===== src/rtl/joypad_port.sv =====
// Two-pad controller port on the CPU bus: a shared strobe latch plus one
// parallel-load / serial-out shift register per pad. Optional turbo: JOYPAD_TURBO_EN.
module joypad_port #(
  parameter int                    ADDR_WIDTH = 16,
  parameter int                    REG_WIDTH  = 8,
  parameter logic [ADDR_WIDTH-1:0] BASE_ADDR  = 16'h4016,
  parameter logic [6:0]            OPEN_BUS   = 7'h20,
  parameter int                    TURBO_DIV  = 4
) (
  input  logic                  clk,
  input  logic                  reset,
  input  logic [ADDR_WIDTH-1:0] addr,
  input  logic                  we,
  input  logic                  re,
  input  logic [REG_WIDTH-1:0]  din,
  output logic [REG_WIDTH-1:0]  dout,
  output logic                  sel,
  input  logic [7:0]            pad0_buttons,
  input  logic [7:0]            pad1_buttons,
  input  logic [1:0]            turbo_mask
);

  localparam logic [ADDR_WIDTH-1:0] PAD1_ADDR = ADDR_WIDTH'(BASE_ADDR + 1);

  logic       w_hit0;
  logic       w_hit1;
  logic       w_rd_ok;
  logic [7:0] w_eff0;
  logic [7:0] w_eff1;
  logic       w_rd_bit;
  logic       w_unused_bits;

  logic       r_strobe;
  logic [7:0] r_sr0;
  logic [7:0] r_sr1;
  logic [3:0] r_cnt0;
  logic [3:0] r_cnt1;

  assign w_hit0  = (addr == BASE_ADDR);
  assign w_hit1  = (addr == PAD1_ADDR);
  // A write in the same cycle as a read wins; the read is dropped entirely.
  assign w_rd_ok = re && !we && (w_hit0 || w_hit1);

  assign w_unused_bits = ^{din[REG_WIDTH-1:1], turbo_mask};

`ifdef JOYPAD_TURBO_EN
  localparam int TW = (TURBO_DIV > 1) ? $clog2(TURBO_DIV) : 1;

  logic [TW-1:0] r_turbo_cnt;
  logic          r_phase;
  logic [1:0]    w_turbo_gate;

  always_ff @(posedge clk) begin
    if (reset) begin
      r_turbo_cnt <= '0;
      r_phase     <= 1'b1;
    end else if (r_turbo_cnt == TW'(TURBO_DIV - 1)) begin
      r_turbo_cnt <= '0;
      r_phase     <= ~r_phase;
    end else begin
      r_turbo_cnt <= r_turbo_cnt + 1'b1;
    end
  end

  // Turbo only gates A and B; the phase keeps running whatever the strobe does.
  assign w_turbo_gate = ~turbo_mask | {r_phase, r_phase};
  assign w_eff0 = pad0_buttons & {6'h3F, w_turbo_gate};
  assign w_eff1 = pad1_buttons & {6'h3F, w_turbo_gate};
`else
  assign w_eff0 = pad0_buttons;
  assign w_eff1 = pad1_buttons;
`endif

  always_comb begin
    w_rd_bit = 1'b1;
    if (r_strobe) begin
      w_rd_bit = w_hit0 ? w_eff0[0] : w_eff1[0];
    end else begin
      w_rd_bit = w_hit0 ? r_sr0[0] : r_sr1[0];
    end
  end

  always_ff @(posedge clk) begin
    if (reset) begin
      r_strobe <= 1'b0;
      r_sr0    <= 8'hFF;
      r_sr1    <= 8'hFF;
      r_cnt0   <= 4'd8;
      r_cnt1   <= 4'd8;
      dout     <= '0;
      sel      <= 1'b0;
    end else begin
      dout <= '0;
      sel  <= 1'b0;

      if (we && w_hit0) begin
        r_strobe <= din[0];
      end

      // While strobed, reload every cycle; on the falling edge the last load simply stays.
      if (r_strobe) begin
        r_sr0  <= w_eff0;
        r_sr1  <= w_eff1;
        r_cnt0 <= 4'd0;
        r_cnt1 <= 4'd0;
      end

      if (w_rd_ok) begin
        sel  <= 1'b1;
        dout <= REG_WIDTH'({OPEN_BUS, w_rd_bit});
        if (!r_strobe) begin
          if (w_hit0) begin
            r_sr0 <= {1'b1, r_sr0[7:1]};
            if (r_cnt0 < 4'd8) begin
              r_cnt0 <= r_cnt0 + 4'd1;
            end
          end else begin
            r_sr1 <= {1'b1, r_sr1[7:1]};
            if (r_cnt1 < 4'd8) begin
              r_cnt1 <= r_cnt1 + 4'd1;
            end
          end
        end
      end
    end
  end

endmodule


===== config.mk =====
export PLATFORM = sky130hd
export DESIGN_NAME = joypad_port
export DESIGN_NICKNAME = d
export VERILOG_FILES = /design/src/rtl/joypad_port.sv
export SDC_FILE = /design/constraint.sdc
export NUM_CORES = 1
export LEC_CHECK = 0
export ABC_AREA = 1
export BUFFER_PORTS_ARGS = -buffer_cell sky130_fd_sc_hd__buf_2
export CAP_MARGIN = 20
export CORE_ASPECT_RATIO = 1.25
export CORE_UTILIZATION = 48
export CTS_CLUSTER_DIAMETER = 50
export DETAILED_ROUTE_END_ITERATION = 16
export HOLD_SLACK_MARGIN = 0.1
export PLACE_DENSITY = 0.83
export SYNTH_ARGS = -nofsm -noshare
export SYNTH_HDL_FRONTEND = slang
export SYNTH_SLANG_ARGS = --single-unit

===== constraint.sdc =====
create_clock -name clk -period 3.5 [get_ports clk]
set_input_delay 0.175 -clock clk [delete_from_list [all_inputs] [get_ports clk]]
set_output_delay 0.175 -clock clk [all_outputs]
set_load 0.01 [all_outputs]

==> results.txt <==
status - finished clean
first-pass GRT wire length - 3670 um
Layout fillers - 240
Final Hold Fails - 0
layout cells sized above 1 - 0.2736
largest net degree at the start of global routing - 20
Mapped Area - 1117 sq um
area occupied by multi-input gates - 624.3 sq um
Setup crit end kind - flop
gr usage total - 0.1963
syn_area_per_cell - 6.496 sq um
clk_skew - 0.001051 ns
Hold Path Class - input port to flop
Core Footprint - 2187 sq um
Synth area leader - dfxtp_1
crit path buf inv count - 1
PortBufs - 39
initial antenna violation count - 0
Final period util - 0.4368
DP Cell Count - 237
via count - 1089
final wirelength - 2173 um
Crit Path Class - flop to flop
Ys Warns - 0
clock sink count - 19
Least-Margin Pin Slew - 0.5571 ns
worst path required time - 3.67 ns
WL per Instance - 8.942 um
most used cell, CP - nand4_1
vias in the first global route - 951
nets@finish - 259
cell count after synthesis - 172
max cap viols - 0
post-synth top area share - 0.3404
most frequent cells in the layout - nand2_1, buf_2, dfxtp_1, nand3_1
Crit path arrival time - 1.70 ns
FF+latch area - 380.4 sq um
Post-Layout Cell Count - 243
Worst VDD drop - 0.0002287 V
Antenna Nets Post-Route - 0
n_diodes - 0
synth unique cells - 21
I/O pin count - 55
Seq/Total Area, Yosys - 0.3404
clock slew at reported path FFs - 0.10 ns
Pre-Repair DR Iteration Count - 6
row count - 19
DIE AREA - 2526 sq um
Initial Utilization - 0.5109
RSZ-0062 raised after global routing - false
clock buffer count from CTS - 3
Pins Over Slew Limit - 0
Cell Chain, Critical Path - clkinv_1, nand4_1, nand4_1
slowest stage cell, crit path - nand4_1
critical path startpoint category - flop
crit-path leading delay family - simple AND/OR/NAND/NOR gates
endpoints failing setup - 0
flops & latches, synth - 19
GRT overflow - 0
Max Fanout on Critical Path - 19
Slowest Stage Delay on Critical Path - 0.47 ns
# DRC - 0
Area Growth Syn to Fin - 21.16%
CTS tree - built
worst skew pair latency - 0.29 ns
Slew Limit Headroom - 0.6263
Via density - 4.481
routability congestion estimate from global placement - 0.7397
DP Wirelength - 1622 um
Synth area leaders - dfxtp_1, nand2_1, nand3_1
most common cell after layout, fill and taps aside - nand2_1
P_leak - 0.7779 nW
PwrDens - 267.0 nW/um^2
highest clock rate - 654.2 MHz
Max clock buf depth - 2
Root Driver - clkbuf_4
initial DRC count - 17
Setup TNS - 0 ns
Die H - 55.94 um
H-tree depth - 1
Die X - 45.16 um
Tmin final - 1.529 ns
worst reg2reg max path: cells and delay by family (launching register included):
family / cells / cell delay, ns
buf+inv: 1 / 0.46
flops: 1 / 0.35
simple gates: 2 / 0.60
cells in the mapped netlist:
cell type and instances:
inv_2 1, nand2_2 4, nand2_1 72, nand3b_1 1
a21oi_1 4, o21ai_0 4, nor2_2 1, clkbuf_1 1
nor2_4 4, conb_1 1, nand4_1 3, nand3_1 15
nand3_2 1, nand3_4 2, buf_2 3, nor2_8 1
inv_1 13, nor2_1 13, buf_4 7, dfxtp_1 19
clkinv_1 2
state kept, by name (all words and copies together), names as in the netlist:
register,flops
dout,2
r_strobe,1
r_sr0,8
r_sr1,8
cell type report:
cell class              instances  share of cell area
well taps                      31             0.02865
clock inverters                 1            0.003697
flip-flops and latches         19              0.2810
repair buffers                 42              0.1645
inverters                      16             0.04436
clock buffers                   3             0.01664
multi-input cells             131              0.4612
path summary, 6_finish.rpt:
kind / from / endpoint / slack (ns) / depth (start not counted)
worst min register to register: r_sr0[2] / r_sr0[1] / 0.47 / 2
worst max-delay path: r_strobe / r_sr0[7] / 1.97 / 3
worst max register to register: r_strobe / r_sr0[7] / 1.97 / 3
worst min-delay path: din[0] / r_strobe / 0.16 / 3
routing by layer:
layer,vias up,track usage,part of all wire
met3,5,0.01948,0.050
met5,-,0,0
met1,454,0.2279,0.44
met2,35,0.3375,0.48
li1,595,-,-
met4,0,0.1039,0.026
per-stage QoR:
stage / total power [mW] / hold WS [ns] / cell area, sq um / setup WS (ns) / utilization
after floorplan: 0.2398 / 0.3117 / 1136 / 2.405 / -
after global placement: 0.2553 / 0.3989 / 1306 / 2.020 / 0.5973
after detailed placement: 0.2558 / 0.4007 / 1306 / 1.969 / 0.5973
after CTS: 0.3672 / 0.1524 / 1354 / 1.963 / 0.6190
after global routing: 0.3775 / 0.1798 / 1354 / 1.791 / 0.6190
final: 0.3615 / 0.1639 / 1354 / 1.971 / 0.6190
where the power goes:
group	internal, mW	total (mW)	switching (mW)
registers	0.216	0.216	0.00000234
clock network	0.0426	0.109	0.0663
logic	0.0186	0.0366	0.0179
what timing repair did:
item                      CTS  global route
gates resized for setup     0             0
hold endpoints to repair    2             0
buffers inserted            0             0
hold buffers                2             0
cell families (layout without fill, tap and decap cells):
group	count (synthesis)	after routing	share of synthesized area
flip-flops	19	19	0.3404
buffers and inverters	27	62	0.1176
AO/OA/AOI/OAI	8	8	0.03584
other	1	6	0.003356
AND/OR/NAND/NOR	117	117	0.5028
Power figures use the tool's default switching activity.
